==> config.mk <==
export PLATFORM = sky130hd
export DESIGN_NAME = rx_pkt_framer_flat
export DESIGN_NICKNAME = d
export VERILOG_FILES = /design/src/rtl/rx_pkt_framer_if.sv /design/src/rtl/rx_pkt_framer.sv /design/src/flat_wrapper.sv
export SDC_FILE = /design/constraint.sdc
export NUM_CORES = 1
export LEC_CHECK = 0
export ABC_CLOCK_PERIOD_IN_PS = 2610
export CAP_MARGIN = 10
export CORE_MARGIN = 3
export CORE_UTILIZATION = 36
export DETAILED_ROUTE_END_ITERATION = 8
export GPL_ROUTABILITY_DRIVEN = 1
export PLACE_DENSITY = 0.65
export SLEW_MARGIN = 0
export SYNTH_ARGS = -nofsm -noshare
export SYNTH_HDL_FRONTEND = slang
export SYNTH_SLANG_ARGS = --single-unit
==> constraint.sdc <==
create_clock -name clk -period 2.61 [get_ports clk]
set_input_delay 0.6525 -clock clk [delete_from_list [all_inputs] [get_ports clk]]
set_output_delay 0.6525 -clock clk [all_outputs]
set_load 0.02 [all_outputs]
==> src/rtl/rx_pkt_framer_if.sv <==
// rtl/rx_pkt_framer_if.sv - bit stream in / packet out bundle for the receive framer
interface rx_pkt_framer_if #(
    parameter int PKT_BITS = 64
) ();
    logic                din;
    logic                bit_en;
    logic [PKT_BITS-1:0] dout;
    logic                pkt_rec;
    logic                pkt_err;
    logic                sync_det;
    logic                busy;
    logic [7:0]          pkt_cnt;

    // master: bit source / packet consumer side; slave: the framer itself
    modport master (
        output din, bit_en,
        input  dout, pkt_rec, pkt_err, sync_det, busy, pkt_cnt
    );
    modport slave (
        input  din, bit_en,
        output dout, pkt_rec, pkt_err, sync_det, busy, pkt_cnt
    );
endinterface

==> src/rtl/rx_pkt_framer.sv <==
// rtl/rx_pkt_framer.sv - sync-word hunt, fixed-length packet assembly and CRC-8 check
module rx_pkt_framer #(
    parameter logic [15:0] SYNC_WORD = 16'hD391,
    parameter int          PKT_BITS  = 64,
    parameter int          TIMEOUT   = 255
) (
    input  logic            clk,
    input  logic            rst_n,
    rx_pkt_framer_if.slave  bus
);
    localparam int CW = $clog2(PKT_BITS);
    localparam int TW = $clog2(TIMEOUT + 1);
    localparam logic [CW-1:0] LAST_BIT = CW'(PKT_BITS - 1);
    localparam logic [CW-1:0] CRC_BITS = CW'(PKT_BITS - 8);
    localparam logic [TW-1:0] TMO_MAX  = TW'(TIMEOUT);

    typedef enum logic [1:0] {HUNT, RECV, CHECK} state_t;

    state_t              state;
    logic [15:0]         sync_reg;
    logic [15:0]         sync_next;
    logic [PKT_BITS-1:0] shift_reg;
    logic [PKT_BITS-1:0] dout_r;
    logic [7:0]          crc;
    logic [7:0]          crc_next;
    logic [7:0]          pkt_cnt_r;
    logic [CW-1:0]       bit_cnt;
    logic [TW-1:0]       tmo_cnt;
    logic                pkt_rec_r;
    logic                pkt_err_r;
    logic                sync_det_r;

    assign sync_next = {sync_reg[14:0], bus.din};
    assign crc_next  = {crc[6:0], 1'b0} ^ ((crc[7] ^ bus.din) ? 8'h07 : 8'h00);

    always_ff @(posedge clk) begin
        if (!rst_n) begin
            state      <= HUNT;
            sync_reg   <= '0;
            shift_reg  <= '0;
            dout_r     <= '0;
            crc        <= '0;
            pkt_cnt_r  <= '0;
            bit_cnt    <= '0;
            tmo_cnt    <= '0;
            pkt_rec_r  <= 1'b0;
            pkt_err_r  <= 1'b0;
            sync_det_r <= 1'b0;
        end else begin
            pkt_rec_r  <= 1'b0;
            pkt_err_r  <= 1'b0;
            sync_det_r <= 1'b0;
            case (state)
                HUNT: begin
                    if (bus.bit_en) begin
                        sync_reg <= sync_next;
                        if (sync_next == SYNC_WORD) begin
                            sync_det_r <= 1'b1;
                            state      <= RECV;
                            bit_cnt    <= '0;
                            crc        <= '0;
                            tmo_cnt    <= '0;
                        end
                    end
                end
                RECV: begin
                    if (bus.bit_en) begin
                        shift_reg <= {shift_reg[PKT_BITS-2:0], bus.din};
                        bit_cnt   <= bit_cnt + 1'b1;
                        tmo_cnt   <= '0;
                        // trailing byte is the received CRC, so it stays out of the running CRC
                        if (bit_cnt < CRC_BITS)
                            crc <= crc_next;
                        if (bit_cnt == LAST_BIT)
                            state <= CHECK;
                    end else if (tmo_cnt == TMO_MAX - 1'b1) begin
                        tmo_cnt  <= TMO_MAX;
                        state    <= HUNT;
                        sync_reg <= '0;
                    end else begin
                        tmo_cnt <= tmo_cnt + 1'b1;
                    end
                end
                CHECK: begin
                    if (shift_reg[7:0] == crc) begin
                        dout_r    <= shift_reg;
                        pkt_rec_r <= 1'b1;
                        pkt_cnt_r <= pkt_cnt_r + 1'b1;
                    end else begin
                        pkt_err_r <= 1'b1;
                    end
                    state    <= HUNT;
                    sync_reg <= '0;
                end
                default: state <= HUNT;
            endcase
        end
    end

    assign bus.dout     = dout_r;
    assign bus.pkt_rec  = pkt_rec_r;
    assign bus.pkt_err  = pkt_err_r;
    assign bus.sync_det = sync_det_r;
    assign bus.pkt_cnt  = pkt_cnt_r;
    assign bus.busy     = (state != HUNT);
endmodule

==> src/flat_wrapper.sv <==
// flat-port wrapper written by rule: the top's interface ports become plain ports
module rx_pkt_framer_flat 
#(
    parameter logic [15:0] SYNC_WORD = 16'hD391,
    parameter int          PKT_BITS  = 64,
    parameter int          TIMEOUT   = 255
)
  (clk, rst_n, bus_din, bus_bit_en, bus_dout, bus_pkt_rec, bus_pkt_err, bus_sync_det, bus_busy, bus_pkt_cnt);
  rx_pkt_framer_if #(.PKT_BITS(PKT_BITS)) bus_i ();
  input  logic clk;
  input  logic rst_n;
  input wire logic [$bits(bus_i.din)-1:0] bus_din;
  input wire logic [$bits(bus_i.bit_en)-1:0] bus_bit_en;
  output wire logic [$bits(bus_i.dout)-1:0] bus_dout;
  output wire logic [$bits(bus_i.pkt_rec)-1:0] bus_pkt_rec;
  output wire logic [$bits(bus_i.pkt_err)-1:0] bus_pkt_err;
  output wire logic [$bits(bus_i.sync_det)-1:0] bus_sync_det;
  output wire logic [$bits(bus_i.busy)-1:0] bus_busy;
  output wire logic [$bits(bus_i.pkt_cnt)-1:0] bus_pkt_cnt;
  assign bus_i.din = bus_din;
  assign bus_i.bit_en = bus_bit_en;
  assign bus_dout = bus_i.dout;
  assign bus_pkt_rec = bus_i.pkt_rec;
  assign bus_pkt_err = bus_i.pkt_err;
  assign bus_sync_det = bus_i.sync_det;
  assign bus_busy = bus_i.busy;
  assign bus_pkt_cnt = bus_i.pkt_cnt;
  rx_pkt_framer #(.SYNC_WORD(SYNC_WORD), .PKT_BITS(PKT_BITS), .TIMEOUT(TIMEOUT)) u_core (.clk(clk), .rst_n(rst_n), .bus(bus_i));
endmodule
### Word-level counts from Yosys, hierarchy flattened

Cells that the tools add are included.

| word-level totals | value |
|---|---|
| bits in registers | 178 |
| input bits | 4 |
| output and inout bits | 76 |
| logic and storage cells | 70 |

| cells by class | value |
|---|---|
| add/subtract/negate cells | 3 |
| order comparisons | 1 |
| eq/ne operators | 14 |
| muxes and demuxes | 26 |
| bitwise operators | 2 |
| reductions and logical operators | 13 |

Operator list:

| cell | number |
|---|---|
| 8-bit 2-to-1 mux | 6 |
| 15-bit 2-to-1 mux | 3 |
| 15-bit one-hot mux with 3 select lines | 1 |
| 8-bit one-hot mux with 2 select lines | 2 |
| 6-bit 2-to-1 mux | 3 |
| 8-bit by 1-bit adder with 8-bit output (second input constant) | 2 |
| 16-bit == test (second input constant) | 1 |
| 6-bit one-hot mux with 2 select lines | 1 |
| 4-bit AND reduction | 3 |
| 2-bit 2-to-1 mux | 5 |
| 8-bit == test | 1 |
| 8-bit == test (second input constant) | 1 |
| 8-bit XOR | 1 |
| 6-bit by 1-bit adder with 6-bit output (second input constant) | 1 |
| 6-bit == test (second input constant) | 1 |
| 6-bit < comparator (second input constant) | 1 |
| 2-bit by 1-bit != test with 1-bit output (second input constant) | 3 |
| 2-bit != test (second input constant) | 3 |
| 3-bit by 2-bit != test with 1-bit output (second input constant) | 2 |
| 2-bit AND reduction | 3 |
| 3-bit AND reduction | 2 |
| 5-bit AND reduction | 1 |
| 2-bit one-hot mux with 2 select lines | 1 |
| 2-bit nonzero test | 2 |
| other kinds (7) | 9 |

### Depth between registers and ports, before layout

Gate-level depths: netlist of the first run.

| logic depth | value |
|---|---|
| depth after elaboration | 6 |
| gate-level depth with buffers | 10 |
| mapped depth without buffers | 7 |

### Worst setup path before layout of the first run

OpenSTA, ideal clock, no wires.

| path | value |
|---|---|
| path type | input -> register |
| from | in bus_bit_en |
| to | reg u_core.sync_reg[10] |
| library setup time | 0.070 ns |
| data arrival time | 2.049 ns |
| data required time | 2.540 ns |
| path slack | 0.491 ns |
| stages | 8 |
| path buffers | 3 |
| cell sequence | buf_2 and3b_1 a31oi_1 a211o_1 clkbuf_1 clkbuf_1 nand2_1 a21oi_1 |

| on the way | value |
|---|---|
| longest elaborated chain between the ends | 2 |
| elaborated cells between the ends (all ways) | 3 |

Ends and longest elaborated chain:

| element | line | source |
|---|---|---|
| start, declared | flat_wrapper.sv:13 | `input wire logic [$bits(bus_i.bit_en)-1:0] bus_bit_en;` |
| 2-bit != test (no line) | n/a |  |
| 4-bit AND reduction (no line) (*) | n/a |  |
| end signal, assigned | rx_pkt_framer.sv:56 | `sync_reg <= sync_next;` |
| end, declared | rx_pkt_framer.sv:20 | `logic [15:0] sync_reg;` |

Every way passes the cells marked *; elsewhere a longest branch is shown, timed or not.
A chain may end at the register's enable or synchronous reset.

### Final worst setup path of the first run

| path | value |
|---|---|
| from | reg u_core.sync_reg[13] |
| to | reg u_core.crc[0] |

| on the way | value |
|---|---|
| longest elaborated chain between the ends | 3 |

Ends and longest elaborated chain:

| element | line | source |
|---|---|---|
| 16-bit == test | rx_pkt_framer.sv:57 | `if (sync_next == SYNC_WORD) begin` |
| 2-bit by 1-bit != test with 1-bit output (no line) | n/a |  |
| 5-bit AND reduction (no line) | n/a |  |
| end signal, assigned | rx_pkt_framer.sv:73 | `crc <= crc_next;` |
| end, declared | rx_pkt_framer.sv:24 | `logic [7:0] crc;` |

Every way passes these cells.

==> results_dict.tcl, run 1 <==
set metrics [dict create \
    status "complete, no violations" \
    critPathMaxFanout 16 \
    via_per_inst 4.73 \
    grt_pass1_vias 4888 \
    clk_pin_slew_worst_paths_ps 70 \
    cts_setup_buffers 0 \
    grt_util_all_layers_pct 14.0 \
    synthesis.area_um2 6930 \
    finalCriticalPeriod_ps 2190 \
    synth_compound_area_share_pct 10.7 \
    cts_tree "done" \
    rows 50 \
    end_kind "flip-flop" \
    fin_hold_ws_ps 457 \
    synthXorXnorAreaFrac_pct 2.15 \
    seq_area_um2 3560 \
    coreArea_um2 18800 \
    drive_above_1_share_pct 7.80 \
    ys_async_sr_fraction_pct 0 \
    die_h_um 145 \
    ir_worst_vdd_mv 0.487 \
    finalHoldViolations 0 \
    synth.avg_cell_area_um2 8.88 \
    wl_met1_mm 6.83 \
    finalMaxSlewViolations 0 \
    r2r_slack_ps 420 \
    synth_top_family_by_area "simple AND/OR/NAND/NOR gates" \
    synth-simple-area-share_pct 20.3 \
    critical_path_class "reg2reg" \
    clock_latency_ps 430 \
    synth_nets 793 \
    crit_arrival_ps 2520 \
    max-slew-margin-rel_pct 37.3 \
    drt_iter0_drc 316 \
    fillers 1830 \
    p_leak_uw 0.00346 \
    dr.max_layer_used "met4" \
    die_area_um2 20900 \
    vias 5288 \
    fin_cells 1119 \
    power_density_nw_per_um2 639 \
    syn2layout_area_growth_pct 24.9 \
    fin_util_pct 45.9 \
    io_pins 80 \
    grt_pass1_wl_mm 23.9 \
    antenna_found_initial 0 \
    ys_warn_count 0 \
    fmax_mhz 456 \
    multi_input_area_um2 3120 \
    drc_errors 0 \
    cts_buffer_depth 2 \
    synth_fa_ha_area_share_pct 1.63 \
    synth_cells 780 \
    routed_wl_mm 14.0 \
    clock-sinks 178 \
    synthFlopType "dfxtp_1" \
    yosysTopAreaCell "dfxtp_1" \
    cap_viol_max_count 0 \
    setup_violations 0 \
    rsz0062_at_grt "false" \
    hpwl_mm 8.80 \
    critPathLaunchType "flip-flop" \
    portBuffers 79 \
    clockRootBuffer "clkbuf_16" \
    synth_cell_types 46 \
    wl_per_cell_um 12.5 \
    globalplace.congestion 0.793 \
    tns_ps 0 \
    gr-total-overflow 0 \
    final_antenna_net_count 0 \
    nets 859 \
    placed_cells 1087 \
    start_util_pct 36.8 \
    finalCritPeriodShare_pct 84.1 \
    cts_buffers 17 \
    yosys-top-cells-area "dfxtp_1 (51%), mux2i_1 (10%), nand2_1 (8.9%)" \
    synth-edff-count 0 \
    synth-seq-cells 178 \
    grt_max_degree 65 \
    synth_top_cell_area_share_pct 51.5 \
    wl_met3_um 388 \
    fin_skew_ps 18.5 \
    muxShareOfSynthArea_pct 10.1 \
    hp-class "reg2reg" \
    route.met2.wl_mm 6.63 \
    ys_seq_area_share_pct 51.5 \
    dr.pass1.iters 6 \
    die_x_um 145 \
    tightest_slew_ps 941 \
    cp.required_ps 2940 \
    htree_levels 4 \
    antenna_cells 0 \
]
## final cells by class
class	instances	area share (%)
clock buffer	24	5.80
clock inverter	8	1.07
timing repair buffer	98	11.5
multi-input combinational	540	36.1
sequential	178	41.2
inverter	11	0.506
tap	260	3.76
## worst max-delay path, cell delays in order, from the launching register on
cell	delay [ps]
dfxtp_1	360
or4bb_1	560
o41a_4	500
a211o_4	380
o41ai_2	290
## kinds of logic after synthesis
family                   after synthesis
AND/OR/NAND/NOR                      314
buffers and inverters                 62
AO/OA/AOI/OAI                        130
multiplexers                          70
adder cells (fa/ha/maj)                9
flip-flops                           178
XOR/XNOR                              17
## placed cells by master, fill, tap and decap left out, types with 6 or more instances in the layout
master	Yosys	routed
o21ai_2	7	7
inv_1	9	9
xnor2_1	8	8
o21ai_0	6	6
dfxtp_1	178	178
nand3_1	23	23
nor2_1	78	77
or3b_1	15	15
o21ai_1	11	11
buf_4	0	14
clkdlybuf4s50_1	0	78
mux2i_1	70	70
clkbuf_16	0	17
ha_1	9	9
nand2_1	164	163
a21oi_1	92	92
xor2_1	9	9
## timing repair
item                                    4_1_cts  5_1_grt
gates resized for setup                       0        1
hold buffers                                  0        0
endpoints found under the setup margin        0        1
## Yosys cell counts, types with 3 or more instances
master and n:
a21oi_1 92, and3_1 3, buf_2 8, clkbuf_1 41, dfxtp_1 178, ha_1 9, inv_1 9, mux2i_1 70
nand2_1 164, nand2b_1 4, nand3_1 23, nand4_1 5, nor2_1 78, nor3_1 4, nor4_1 5, o21ai_0 6
o21ai_1 11, o21ai_2 7, o22ai_1 3, o31ai_1 3, or3b_1 15, xnor2_1 8, xor2_1 9
## per-stage QoR
stage	setup slack (ps)	total power, uW	cell area, um^2
after floorplan	491	2970	6930
after global placement	118	3070	8050
after detailed placement	89.9	3070	8050
after CTS	72.0	5620	8640
after global routing	295	5760	8650
final	416	5520	8650
## power breakdown
group / leakage [uW] / internal, uW / switching [uW]
registers: 0.00143 / 2720 / 6.88
logic: 0.00174 / 84.0 / 189
clock network: 0.000290 / 1460 / 1060
## worst paths after layout
kind              depth (start not counted)                  to           startpoint
hold / removal                            2  u_core.sync_reg[9]   u_core.sync_reg[9]
hold reg to reg                           2  u_core.sync_reg[9]   u_core.sync_reg[9]
setup / recovery                          4       u_core.crc[0]  u_core.sync_reg[13]
setup reg to reg                          4       u_core.crc[0]  u_core.sync_reg[13]
## metal layers
layer / up-vias / GRT usage, %
met2: 67 / 21.5
met1: 2448 / 19.4
met4: 0 / 4.17
met5: - / 0
met3: 11 / 3.78
li1: 2762 / -
Power figures use the tool's default switching activity.
==> inputs of run 2 (changes only) <==
- ABC_CLOCK_PERIOD_IN_PS: 2610 -> 2300
- clock period: 2.61 -> 2.3 ns (I/O delays scaled with it)
==> results_dict.tcl, run 2 (synthesis results as in run 1) <==
set metrics [dict create \
    status "complete, no violations" \
    grt_util_all_layers_pct 13.9 \
    critPathMaxFanout 5 \
    start_util_pct 36.8 \
    hold_path.startpoint "u_core.sync_reg[1]" \
    path_delay_family "simple AND/OR/NAND/NOR gates" \
    pre_cts_ws_ps -147 \
    routed_wl_mm 14.3 \
    worst_slack_ps 112 \
    critical_path.slowest_cell "or4b_4" \
    grt_max_degree 65 \
    drive_above_1_share_pct 8.98 \
    power_density_nw_per_um2 736 \
    finalHoldViolations 0 \
    grt_pass1_vias 4903 \
    slowest_delay_ps 570 \
    postPlaceCellArea_um2 8170 \
    fillers 1813 \
    fin_skew_ps 8.79 \
    finalMaxSlewViolations 0 \
    fin_cells 1129 \
    cts_buffers 17 \
    switching_share_pct 21.5 \
    p_leak_uw 0.00353 \
    clk_pin_slew_worst_paths_ps 70 \
    pwr-share-clk_pct 47.0 \
    die_h_um 145 \
    die_x_um 145 \
    layout_common_cells "dfxtp_1 (178), nand2_1 (163), a21oi_1 (92)" \
    hp-class "reg2reg" \
    antenna_found_initial 0 \
    io_pins 80 \
    rows 50 \
    fmax_mhz 457 \
    dr.pass1.iters 5 \
    end_kind "flip-flop" \
    critPathBufInv 1 \
    critPathLaunchType "flip-flop" \
    seq_power_share_pct 47.8 \
    p_comb_share_pct 5.2 \
    crit_arrival_ps 2500 \
    wl_per_cell_um 12.6 \
    tightest_slew_ps 789 \
    globalplace.congestion 0.801 \
    clockRootBuffer "clkbuf_16" \
    p_int_uw 5090 \
    r2r_end "u_core.bit_cnt[2]" \
    drt_iter0_drc 298 \
    switching_power_uw 1400 \
    nets 870 \
    vias 5360 \
    htree_levels 4 \
    clock-sinks 178 \
    cts_tree "done" \
    via_per_inst 4.75 \
    finalCriticalPeriod_ps 2190 \
    r2r_slack_ps 110 \
    gr-total-overflow 0 \
    hpwl_mm 9.10 \
    final_antenna_net_count 0 \
    antenna_cells 0 \
    crit_chain "or4b_4 -> o41a_4 -> buf_4 -> nor3b_1 -> xnor2_1 -> nor2_1" \
    final_common_cell "dfxtp_1" \
    setup_violations 0 \
    coreArea_um2 18800 \
    grt_pass1_wl_mm 23.9 \
    r2r_start "u_core.sync_reg[2]" \
    placed_cells 1098 \
    cts_setup_buffers 0 \
    ir_worst_vdd_mv 0.526 \
    syn2layout_area_growth_pct 27.2 \
    critical_path_class "reg2reg" \
    finalInstanceArea_um2 8810 \
    drc_errors 0 \
    rsz0062_at_grt "false" \
    cts_buffer_depth 2 \
    die_area_um2 20900 \
    portBuffers 79 \
    cap_viol_max_count 0 \
    hold_end "u_core.sync_reg[1]" \
    cp.required_ps 2610 \
    reg2reg_depth 6 \
    finalCritPeriodShare_pct 95.1 \
    max-slew-margin-rel_pct 47.4 \
    min_path_cells 2 \
    clock_latency_ps 420 \
    fin_hold_ws_ps 462 \
]
run 2: stage by stage:
step,utilization (%),setup TNS [ps],power [uW]
2_1_floorplan,-,0,3370
3_3_place_gp,43.4,-233,3510
3_5_place_dp,43.4,-772,3510
4_1_cts,46.7,0,6570
5_1_grt,46.8,0,6730
6_report,46.8,0,6480
run 2: worst max-delay path by stage:
| stage | start | to | slack [ps] | depth (start not counted) |
|---|---|---|---|---|
| 4_1_cts | u_core.state[0] | bus_busy | 90 | 4 |
| 5_1_grt | u_core.state[0] | bus_busy | 20 | 4 |
| 3_5_place_dp | bus_din | u_core.bit_cnt[2] | -150 | 7 |
| 6_report | u_core.sync_reg[2] | u_core.bit_cnt[2] | 110 | 6 |
| 2_1_floorplan | u_core.sync_reg[2] | u_core.crc[3] | 250 | 6 |
| 3_3_place_gp | bus_din | u_core.crc[0] | -50 | 5 |
run 2: area by class of cell:
class	count	area (um^2)	share of cell area [%]
clock buffer	24	512	5.81
timing repair buffer	109	1120	12.7
multi-input combinational	540	3120	35.5
sequential	178	3560	40.5
tap	260	325	3.69
inverter	11	43.8	0.497
clock inverter	7	121	1.38
run 2: timing repair:
| action | CTS | global route |
|---|---|---|
| gates resized for setup | 1 | 1 |
| pin swaps | 0 | 0 |
| endpoints found under the setup margin | 1 | 26 |
| hold buffers | 0 | 0 |
run 2: power by group through the flow:
stage                     clock [uW]  combinational [uW]  sequential (uW)
after floorplan                    0                 204             3170
after global placement             0                 339             3170
after detailed placement           0                 340             3170
after CTS                       3130                 342             3100
after global routing            3260                 370             3100
final                           3050                 337             3100
run 2: metal layers:
metal	share of wire (%)	wire length (um)	up-vias	GRT usage, %
li1	-	-	2777	-
met1	50	7190	2497	18.8
met2	46	6540	72	22.1
met3	2.6	367	14	2.76
met4	1.2	167	0	4.91
met5	0	0	-	0
run 2: worst register-to-register path: stages, from the launching register on:
cell and delay [ps]:
dfxtp_1 340, or4b_4 570, o41a_4 500, buf_4 170, nor3b_1 280, xnor2_1 170, nor2_1 50
==> inputs of run 3 (changes only) <==
- REMOVE_ABC_BUFFERS: unset -> 1
==> results_dict.tcl, run 3 (synthesis results as in run 1) <==
set metrics [dict create \
    cp.required_ps 1730 \
    finalHoldViolations 0 \
    fmax_mhz 463 \
    dr.pass1.iters 4 \
    clk_pin_slew_worst_paths_ps 70 \
    grt_pass1_vias 4973 \
    crit_arrival_ps 1590 \
    htree_levels 4 \
    drive_above_1_share_pct 8.87 \
    antenna_cells 0 \
    cts_buffers 17 \
    finalCritPeriodShare_pct 94.0 \
    fin_util_pct 46.4 \
    critical_path_class "reg2out" \
    rsz0062_at_grt "false" \
    tightest_slew_ps 625 \
    slowest_delay_ps 390 \
    fin_hold_ws_ps 464 \
    die_area_um2 20900 \
    grt_util_all_layers_pct 14.3 \
    critPathMaxFanout 4 \
    rows 50 \
    final_common_cell "dfxtp_1" \
    clockRootBuffer "clkbuf_16" \
    gr-total-overflow 0 \
    ir_worst_vdd_mv 0.538 \
    setup_violations 0 \
    portBuffers 79 \
    max-slew-margin-rel_pct 58.3 \
    start_util_pct 36.8 \
    worst_slack_ps 138 \
    status "complete, no violations" \
    via_per_inst 4.74 \
    cts_setup_buffers 0 \
    hpwl_mm 9.23 \
    layout_common_cells "dfxtp_1 (178), nand2_1 (163), a21oi_1 (92)" \
    die_h_um 145 \
    postPlaceCellArea_um2 8130 \
    globalplace.congestion 0.835 \
    vias 5346 \
    final_antenna_net_count 0 \
    antenna_found_initial 0 \
    clock_latency_ps 430 \
    finalInstanceArea_um2 8740 \
    grt_max_degree 58 \
    cap_viol_max_count 0 \
    wl_per_cell_um 12.8 \
    pre_cts_ws_ps -86.8 \
    cts_buffer_depth 2 \
    power_density_nw_per_um2 731 \
    critPathLaunchType "flip-flop" \
    io_pins 80 \
    clock-sinks 178 \
    cts_tree "done" \
    crit_chain "inv_1 -> ha_1 -> inv_1 -> dlygate4sd2_1" \
    syn2layout_area_growth_pct 26.2 \
    p_leak_uw 0.00350 \
    drt_iter0_drc 375 \
    hp-class "reg2reg" \
    fin_skew_ps 16.5 \
    finalMaxSlewViolations 0 \
    cpMostUsedCell "inv_1" \
    fillers 1811 \
    end_kind "output port" \
    die_x_um 145 \
    coreArea_um2 18800 \
    critical_path.slowest_cell "dfxtp_1" \
    finalCriticalPeriod_ps 2160 \
    nets 868 \
    grt_pass1_wl_mm 24.3 \
    drc_errors 0 \
    routed_wl_mm 14.4 \
    tns_ps 0 \
]
-- run 3: changes by cell type in the layout (fill, tap and decap cells not counted), sizes merged --
cell	before	now
inv	11	17
clkbuf	24	19
buf	30	28
bufinv	3	2
clkinv	1	2
-- run 3: critical path: cells and delay by family (launching register included) --
kind,cells,cell delay [ps]
adder cells (fa/ha/maj),1,220
buffers and inverters,3,560
flip-flops,1,390
-- run 3: repair_timing --
item | in CTS | in global routing
resized for setup | 1 | 0
endpoints found under the setup margin | 1 | 0
hold buffers | 0 | 0
-- run 3: final timing paths --
kind / startpoint / endpoint / slack [ps] / cells past startpoint
worst max-delay path: u_core.state[0] / bus_busy / 140 / 4
worst min-delay path: u_core.shift_reg[60] / u_core.shift_reg[61] / 460 / 2
worst max register to register: u_core.sync_reg[2] / u_core.crc[0] / 160 / 4
worst min register to register: u_core.shift_reg[60] / u_core.shift_reg[61] / 460 / 2
-- run 3: final cells by class --
| cell class | count | area [um^2] | share of cell area (%) |
|---|---|---|---|
| repair buffers | 107 | 1070 | 12.3 |
| well taps | 260 | 325 | 3.72 |
| inverters | 11 | 43.8 | 0.501 |
| clock inverters | 13 | 168 | 1.92 |
| clock buffers | 19 | 443 | 5.07 |
| multi-input cells | 540 | 3120 | 35.7 |
| flip-flops and latches | 178 | 3560 | 40.8 |
-- run 3: per-stage QoR --
| step | power (uW) | std cells |
|---|---|---|
| after floorplan | 3340 | 729 |
| after CTS | 6480 | 1128 |
| after global placement | 3500 | 1096 |
| after detailed placement | 3500 | 1096 |
| after global routing | 6630 | 1128 |
| final | 6390 | 1128 |
-- run 3: power by group --
group | total [uW] | leakage [uW] | internal (uW) | switching (uW)
clock | 2960 | 0.000289 | 1670 | 1290
combinational | 329 | 0.00177 | 106 | 223
sequential | 3100 | 0.00143 | 3090 | 8.77
total | 6390 | 0.00350 | 4870 | 1520
-- run 3: routing by layer --
metal | wire, um | GRT usage [%] | vias to the layer above
li1 | - | - | 2784
met1 | 6990 | 19.0 | 2476
met2 | 6750 | 22.9 | 72
met3 | 469 | 3.61 | 14
met4 | 185 | 4.27 | 0
met5 | 0 | 0 | -
